## src/rtl/quiz_round_sequencer.sv

```systemverilog
// Round controller for the hex quiz game: question handshake, countdown restart,
// debounced answer capture, judging, scoring and round pacing. Optional: QUIZ_STREAK_BONUS_EN.
module quiz_round_sequencer #(
    parameter int ROUNDS      = 10,
    parameter int ANS_W       = 9,
    parameter int SHOW_CYCLES = 50_000_000
) (
    input  logic             clk,
    input  logic             reset_n,
    input  logic             start,
    input  logic             choose_n,
    input  logic [ANS_W-1:0] answer,
    input  logic [ANS_W-1:0] target,
    input  logic             target_valid,
    output logic             q_req,
    output logic             timer_reload,
    input  logic             timer_expired,
    output logic [2:0]       state,
    output logic [7:0]       score,
    output logic [7:0]       round,
    output logic [1:0]       verdict,
    output logic             busy
);

    typedef enum logic [2:0] {
        S_IDLE  = 3'd0,
        S_REQ   = 3'd1,
        S_ASK   = 3'd2,
        S_JUDGE = 3'd3,
        S_SHOW  = 3'd4,
        S_DONE  = 3'd5
    } state_t;

    localparam int HW = (SHOW_CYCLES > 1) ? $clog2(SHOW_CYCLES) : 1;
    localparam logic [HW-1:0] HOLD_LOAD = HW'(SHOW_CYCLES - 1);
    localparam logic [7:0]    LAST_ROUND = 8'(ROUNDS);

    state_t           r_state, w_next;
    logic             r_sync1, r_sync2, r_hist;
    logic             r_reload, r_timeout;
    logic [ANS_W-1:0] r_answer, r_target;
    logic [HW-1:0]    r_hold;
    logic [7:0]       r_score, r_round;
    logic [1:0]       r_verdict;
    logic             w_press, w_correct, w_last;
    logic [7:0]       w_inc;
    logic [8:0]       w_sum;

    // Falling edge of the synchronised button: synced low while history still high.
    always_ff @(posedge clk or negedge reset_n) begin
        if (!reset_n) begin
            r_sync1 <= 1'b1;
            r_sync2 <= 1'b1;
            r_hist  <= 1'b1;
        end else begin
            r_sync1 <= choose_n;
            r_sync2 <= r_sync1;
            r_hist  <= r_sync2;
        end
    end
    assign w_press   = !r_sync2 && r_hist;
    assign w_correct = !r_timeout && (r_answer == r_target);
    assign w_last    = (r_round == LAST_ROUND);

`ifdef QUIZ_STREAK_BONUS_EN
    logic [1:0] r_streak;
    always_ff @(posedge clk or negedge reset_n) begin
        if (!reset_n)
            r_streak <= 2'd0;
        else if ((r_state == S_IDLE || r_state == S_DONE) && start)
            r_streak <= 2'd0;
        else if (r_state == S_JUDGE)
            r_streak <= (w_correct && r_streak != 2'd2) ? r_streak + 2'd1 : 2'd0;
    end
    // Third correct answer in a row is worth three points and restarts the streak.
    assign w_inc = (r_streak == 2'd2) ? 8'd3 : 8'd1;
`else
    assign w_inc = 8'd1;
`endif

    assign w_sum = {1'b0, r_score} + {1'b0, w_inc};

    always_ff @(posedge clk or negedge reset_n) begin
        if (!reset_n)
            r_state <= S_IDLE;
        else
            r_state <= w_next;
    end

    always_comb begin
        w_next = r_state;
        case (r_state)
            S_IDLE, S_DONE: if (start) w_next = S_REQ;
            S_REQ:          if (target_valid) w_next = S_ASK;
            S_ASK:          if (w_press || timer_expired) w_next = S_JUDGE;
            S_JUDGE:        w_next = S_SHOW;
            S_SHOW:         if (r_hold == '0) w_next = w_last ? S_DONE : S_REQ;
            default:        w_next = S_IDLE;
        endcase
    end

    always_ff @(posedge clk or negedge reset_n) begin
        if (!reset_n) begin
            r_reload  <= 1'b0;
            r_timeout <= 1'b0;
            r_answer  <= '0;
            r_target  <= '0;
            r_hold    <= '0;
            r_score   <= 8'd0;
            r_round   <= 8'd0;
            r_verdict <= 2'b00;
        end else begin
            r_reload <= 1'b0;
            case (r_state)
                S_IDLE, S_DONE: if (start) begin
                    r_score   <= 8'd0;
                    r_round   <= 8'd0;
                    r_verdict <= 2'b00;
                end
                S_REQ: if (target_valid) begin
                    r_target <= target;
                    r_reload <= 1'b1;
                end
                S_ASK: if (w_press) begin
                    r_answer  <= answer;
                    r_timeout <= 1'b0;
                end else if (timer_expired) begin
                    r_timeout <= 1'b1;
                end
                S_JUDGE: begin
                    r_verdict <= {1'b1, w_correct};
                    if (!w_last) r_round <= r_round + 8'd1;
                    if (w_correct) r_score <= w_sum[8] ? 8'hFF : w_sum[7:0];
                    r_hold <= HOLD_LOAD;
                end
                S_SHOW: begin
                    if (r_hold != '0) r_hold <= r_hold - 1'b1;
                    else if (!w_last) r_verdict <= 2'b00;
                end
                default: ;
            endcase
        end
    end

    assign state        = r_state;
    assign q_req        = (r_state == S_REQ);
    assign busy         = (r_state != S_IDLE) && (r_state != S_DONE);
    assign timer_reload = r_reload;
    assign score        = r_score;
    assign round        = r_round;
    assign verdict      = r_verdict;

endmodule

```

## config.mk

```make
export PLATFORM = sky130hd
export DESIGN_NAME = quiz_round_sequencer
export DESIGN_NICKNAME = d
export VERILOG_FILES = /design/src/rtl/quiz_round_sequencer.sv
export SDC_FILE = /design/constraint.sdc
export NUM_CORES = 1
export LEC_CHECK = 0
export BUFFER_PORTS_ARGS = -buffer_cell sky130_fd_sc_hd__buf_2
export CELL_PAD_IN_SITES_DETAIL_PLACEMENT = 0
export CELL_PAD_IN_SITES_GLOBAL_PLACEMENT = 2
export CORE_ASPECT_RATIO = 0.7
export CORE_UTILIZATION = 30
export CTS_CLUSTER_DIAMETER = 30
export DETAILED_ROUTE_END_ITERATION = 8
export GPL_ROUTABILITY_DRIVEN = 0
export PLACE_DENSITY_LB_ADDON = 0.1
export SLEW_MARGIN = 20
export SYNTH_ARGS = -nofsm -noshare
export SYNTH_HDL_FRONTEND = slang
export SYNTH_SLANG_ARGS = --single-unit
export TNS_END_PERCENT = 100
```

## constraint.sdc

```tcl
create_clock -name clk -period 2.7 [get_ports clk]
set_input_delay 0.405 -clock clk [delete_from_list [all_inputs] [get_ports clk]]
set_output_delay 0.405 -clock clk [all_outputs]
set_load 0.1 [all_outputs]
```

==> flow_summary.ini, run 1 <==
[status]
status = complete, no violations

[clock_tree]
cts_buffers = 9
cts_tree = built
cts-root-buf = clkbuf_16
clock_latency_ns = 0.34
clk_pin_slew_ns = 0.06
cts_buffer_depth = 2
htree_levels = 3
post_cts_buffers = 0
cts-resized-gates = 0
clock_sinks = 70
ctsHoldBuffers = 0

[global_routing]
first_global_vias = 2717
grt.total_usage_pct = 15.5
grt_max_degree = 71
grt_overflow = 0
antenna_found_initial = 0
grt_pass1_wl_um = 14600

[sta]
fmax_mhz = 434
holdWs_ns = 0.166
rsz0062_at_grt = false
hold_violations = 0
worst_pin_slew_ns = 0.929
slew_violations = 0
max_slew_margin_pct = 38.0
setup_viol = 0
tns_ns = 0
clock_skew_ns = 0.00960
fin_crit_ns = 2.30
finalCritPeriodShare_pct = 85.3

[synthesis]
ys_top_cells_by_area = dfrtp_1 (47%), mux2_2 (5.6%), nand2_1 (3.8%)
syn_area_um2 = 3600
synth_common_cells = dfrtp_1 (67), nand2_1 (36), nor2_1 (25), o21ai_0 (25), mux2_2 (18)
yosysWarnings = 0
synth-edff-count = 0
avgSynthCellArea_um2 = 10.1
synthArstFlopShare_pct = 100
ys_types = 57
syn-instance-count = 356
synthFlopType = dfrtp_1
ys_ff_latch = 70
yosysTopAreaCell = dfrtp_1
synth_nets = 384
yosysSeqAreaShare_pct = 48.8
synth.most_common_cell = dfrtp_1
yosysTopAreaCellShare_pct = 46.6

[min_path]
hp-start = choose_n
hp-class = primary input to flip-flop

[power_and_ir_drop]
combPwrFrac_pct = 39.1
p_leak_uw = 0.00183
p_clk_share_pct = 25.9
pwr_density_cell_nw_per_um2 = 1040
swShare_pct = 44.3
ir_drop_mv = 0.382
power_switching_uw = 2010
intPower_uw = 2520
p_seq_share_pct = 35.0

[setup_path]
cp-start-kind = flip-flop
reg2reg_from = r_hold[18]$_DFFE_PN0P_
cp_data_required_time_ns = 2.91
crit_start = r_hold[18]$_DFFE_PN0P_
worstSetupEndpointType = flip-flop
worst_ep_arrival_time_ns = 2.51
critical_path_class = flip-flop to flip-flop
cp_max_fo = 5

[route]
drc = 0
drt_first_iter_violations = 127
viasPerCell = 5.08
drt-total-wl_um = 8820
drt_pass1_iterations = 4
via_count = 2924
wl_per_cell_um = 15.3
final_antenna_net_count = 0

[die]
row_count = 33
initial_utilization_pct = 30.8
coreArea_um2 = 11700
dieArea_um2 = 12400
die_h_um = 93.6
dieWidth_um = 133
io_pins = 48

[layout]
final_util_pct = 37.4
antenna_cells = 0
nNetsFinal = 442
fillers = 1171
multiInputGateArea_um2 = 1780
layout-drive-gt1-share_pct = 26.0
area_growth_pct = 21.6
register_area_um2 = 1760

[run]
max-cap-violations = 0

[placed_design]
port_buffers = 47
dp_hpwl_um = 6040
[through the flow]
stage / total power [µW] / std cells / area [µm²] / setup WS [ns]
after floorplan: 2950 / 356 / 3600 / 0.110
after global placement: 3390 / 560 / 4080 / 0.408
after detailed placement: 3390 / 560 / 4080 / 0.370
after CTS: 4600 / 576 / 4370 / 0.374
after global routing: 4830 / 576 / 4370 / 0.241
final: 4530 / 576 / 4370 / 0.396
[cell type report]
cell class                      instances  area share [%]
Multi-Input combinational cell        268            40.7
Sequential cell                        70            40.2
Timing Repair Buffer                   58            7.33
Clock buffer                            9            5.15
Tap cell                              157            4.49
Clock inverter                          7            1.57
Inverter                                7           0.601
[cell usage in the layout, fill, tap and decap left out, types with 4 or more instances in the layout]
| cell type | count |
|---|---|
| o31ai_1 | 7 |
| buf_4 | 12 |
| mux2_2 | 18 |
| nor2_1 | 24 |
| inv_1 | 7 |
| mux2i_1 | 4 |
| nand3_1 | 10 |
| and3_1 | 6 |
| dfrtp_1 | 67 |
| a211oi_1 | 4 |
| clkbuf_16 | 9 |
| and4_1 | 5 |
| nand4_1 | 8 |
| o21ai_0 | 25 |
| nor2b_1 | 4 |
| or3_1 | 6 |
| or4_1 | 7 |
| a31oi_1 | 6 |
| nor4_1 | 11 |
| a21oi_1 | 13 |
| xor2_1 | 12 |
| buf_2 | 46 |
| nand2_1 | 36 |
| ha_1 | 4 |
| nand2b_1 | 5 |
| nor3_1 | 6 |
[cells by family after synthesis]
logic type                 Yosys count  share of synthesized area, %
AOI/OAI and AO/OA                   78                          14.1
buffers and inverters               18                          1.91
and+or+nand+nor                    149                          23.3
xor gates and xnor gates            15                          3.65
DFF                                 70                          48.8
muxes                               22                          6.75
adders and majority gates            4                          1.39
[flip-flops by register name (all words and copies together), names as in the netlist]
name,count
r_sync2,1
r_answer,9
verdict,2
r_sync1,1
r_hist,1
score,8
r_target,9
r_hold,26
state,3
timer_reload,1
r_timeout,1
round,8
[worst paths after layout]
| check | end | slack, ns | depth (start not counted) |
|---|---|---|---|
| setup reg to reg | r_hold[25]$_DFFE_PN0P_ | 0.40 | 5 |
| hold reg to reg | r_sync2$_DFF_PN1_ | 0.36 | 0 |
| setup / recovery | r_hold[25]$_DFFE_PN0P_ | 0.40 | 5 |
| max in group asynchronous | r_hold[17]$_DFFE_PN0P_ | 1.88 | 1 |
| hold / removal | r_sync1$_DFF_PN1_ | 0.17 | 1 |
| min in group asynchronous | round[7]$_DFFE_PN0P_ | 0.19 | 1 |
[worst max-delay path, stage by stage, from the launching register on]
cell	delay, ns
dfrtp_1	0.42
or4_4	0.55
or3_1	0.34
or3_4	0.37
o31ai_2	0.17
or3b_1	0.35
[power groups by stage]
| stage | Sequential [µW] | Combinational (µW) | Clock (µW) |
|---|---|---|---|
| 3_3_place_gp | 1600 | 1790 | 0 |
| 6_report | 1590 | 1770 | 1170 |
| 3_5_place_dp | 1610 | 1780 | 0 |
| 2_1_floorplan | 1890 | 1050 | 0 |
| 4_1_cts | 1590 | 1790 | 1220 |
| 5_1_grt | 1640 | 1930 | 1260 |
[per-layer routing]
layer | up-vias | global-route usage [%] | routed length (µm)
met4 | 0 | 4.89 | 102
met5 | - | 0 | 0
met1 | 1425 | 22.9 | 4790
met2 | 47 | 21.0 | 3530
met3 | 7 | 4.88 | 397
li1 | 1445 | - | -
Power figures use the tool's default switching activity.
==> run 2, diff against run 1 <==
CELL_PAD_IN_SITES_DETAIL_PLACEMENT = unset   (was 0)
CELL_PAD_IN_SITES_GLOBAL_PLACEMENT = unset   (was 2)
PLACE_DENSITY_LB_ADDON = unset   (was 0.1)
==> run 2 against run 1 <==
Against the previous run:
- global-route usage is 1.2 points lower
- combinational power hardly changed
- worst hold slack worse by 0.053 ns
- total power is 1.3% higher
- critical path type unchanged
- clock power is 4% higher
- critical path depth stayed put
- largest cell class unchanged
- cell count is 0.17% higher
==> flow_summary.ini, run 2 (synthesis gave the netlist of run 1 again) <==
[setup_path]
critical_path_class = flip-flop to flip-flop
cp_max_fo = 5
reg2reg_slack_ns = 0.39
reg2reg_from = r_hold[18]$_DFFE_PN0P_
cp-start-kind = flip-flop
rr_worst_depth = 5
cp_data_required_time_ns = 2.91
worst_ep_arrival_time_ns = 2.52
reg2reg_to = r_hold[25]$_DFFE_PN0P_
worstSetupEndpointType = flip-flop

[layout]
fillers = 1164
largest_register_ffs = 26
largest_registers = r_hold: 26 flops, r_answer: 9 flops, r_target: 9 flops
antenna_cells = 0
area_growth_pct = 22.4
final_common_cell = dfrtp_1
final_cell_mix = dfrtp_1 (67), buf_2 (47), nand2_1 (36)
top_register = r_hold
nNetsFinal = 443
layout-drive-gt1-share_pct = 26.2

[sta]
slew_violations = 0
tns_ns = 0
finalCritPeriodShare_pct = 85.6
worst_pin_slew_ns = 0.707
max_slew_margin_pct = 52.8
setup_viol = 0
fin_crit_ns = 2.31
fmax_mhz = 433
rsz0062_at_grt = false
timing.final.ws_setup_ns = 0.390
clock_skew_ns = 0.00844
hold_violations = 0

[route]
drc = 0
via_count = 2948
drt_pass1_iterations = 4
drt-total-wl_um = 8290
drt_first_iter_violations = 157
viasPerCell = 5.11
final_antenna_net_count = 0
wl_per_cell_um = 14.4

[power_and_ir_drop]
p_clk_share_pct = 26.6
p_leak_uw = 0.00183
intPower_uw = 2620
power_switching_uw = 1970
swShare_pct = 42.9
ir_drop_mv = 0.437
p_seq_share_pct = 35.1
pwr_density_cell_nw_per_um2 = 1040
combPwrFrac_pct = 38.3

[die]
io_pins = 48
dieArea_um2 = 12400
dieWidth_um = 133
coreArea_um2 = 11700
initial_utilization_pct = 30.8
die_h_um = 93.6
row_count = 33

[global_routing]
grt_overflow = 0
grt_pass1_wl_um = 13800
grt_max_degree = 43
antenna_found_initial = 0
grt.total_usage_pct = 14.2
first_global_vias = 2720

[clock_tree]
ctsHoldBuffers = 0
cts_buffer_depth = 2
cts_buffers = 9
post_cts_buffers = 0
cts_tree = built
clock_latency_ns = 0.34
cts-root-buf = clkbuf_16
clk_pin_slew_ns = 0.06
cts-resized-gates = 0
htree_levels = 3
clock_sinks = 70

[min_path]
hp-class = primary input to asynchronous set/reset pin

[run]
max-cap-violations = 0

[placed_design]
dp_slack_ns = 0.375
dp_hpwl_um = 5760
port_buffers = 47

[status]
status = complete, no violations
[run 2: power groups by stage]
stage / logic, µW / registers [µW] / clock network (µW)
3_3_place_gp: 1750 / 1610 / 0
6_report: 1760 / 1610 / 1220
5_1_grt: 1910 / 1660 / 1290
4_1_cts: 1770 / 1610 / 1250
3_5_place_dp: 1760 / 1620 / 0
2_1_floorplan: 1050 / 1890 / 0
[run 2: worst max-delay path, stage by stage, from the launching register on]
cell,delay [ns]
dfrtp_1,0.41
or4_4,0.55
or3_1,0.33
or3_4,0.37
o31ai_2,0.17
or3b_1,0.36
[run 2: layout make-up]
| class | count | area [µm²] | area share, % |
|---|---|---|---|
| Multi-Input combinational cell | 268 | 1780 | 40.4 |
| Tap cell | 157 | 196 | 4.46 |
| Inverter | 7 | 26.3 | 0.597 |
| Sequential cell | 70 | 1760 | 39.9 |
| Clock buffer | 10 | 239 | 5.43 |
| Timing Repair Buffer | 59 | 338 | 7.67 |
| Clock inverter | 6 | 67.6 | 1.53 |
[run 2: metrics by stage]
stage | cell area, µm² | total power [µW] | util (%) | hold WS [ns] | std cells
after CTS | 4400 | 4620 | 37.7 | 0.142 | 577
after global placement | 4100 | 3350 | 35.0 | 0.351 | 561
after detailed placement | 4100 | 3380 | 35.0 | 0.353 | 561
final | 4400 | 4580 | 37.7 | 0.113 | 577
after global routing | 4400 | 4860 | 37.7 | 0.149 | 577
after floorplan | 3600 | 2950 | - | 0.109 | 356
[run 2: worst max path at each step]
| stage | to | from | slack (ns) |
|---|---|---|---|
| 2_1_floorplan | r_hold[20]$_DFFE_PN0P_ | state[2]$_DFFE_PN0P_ | 0.11 |
| 3_3_place_gp | r_hold[25]$_DFFE_PN0P_ | r_hold[18]$_DFFE_PN0P_ | 0.40 |
| 3_5_place_dp | r_hold[25]$_DFFE_PN0P_ | r_hold[18]$_DFFE_PN0P_ | 0.37 |
| 4_1_cts | r_hold[25]$_DFFE_PN0P_ | r_hold[18]$_DFFE_PN0P_ | 0.39 |
| 5_1_grt | r_hold[24]$_DFFE_PN0P_ | r_hold[16]$_DFFE_PN0P_ | 0.24 |
| 6_report | r_hold[25]$_DFFE_PN0P_ | r_hold[18]$_DFFE_PN0P_ | 0.39 |
[run 2: routing by layer]
| layer | part of all wire, % | track usage, % |
|---|---|---|
| met4 | 1.1 | 4.02 |
| met2 | 41 | 19.0 |
| met3 | 5.2 | 4.28 |
| met5 | 0 | 0 |
| met1 | 53 | 21.5 |
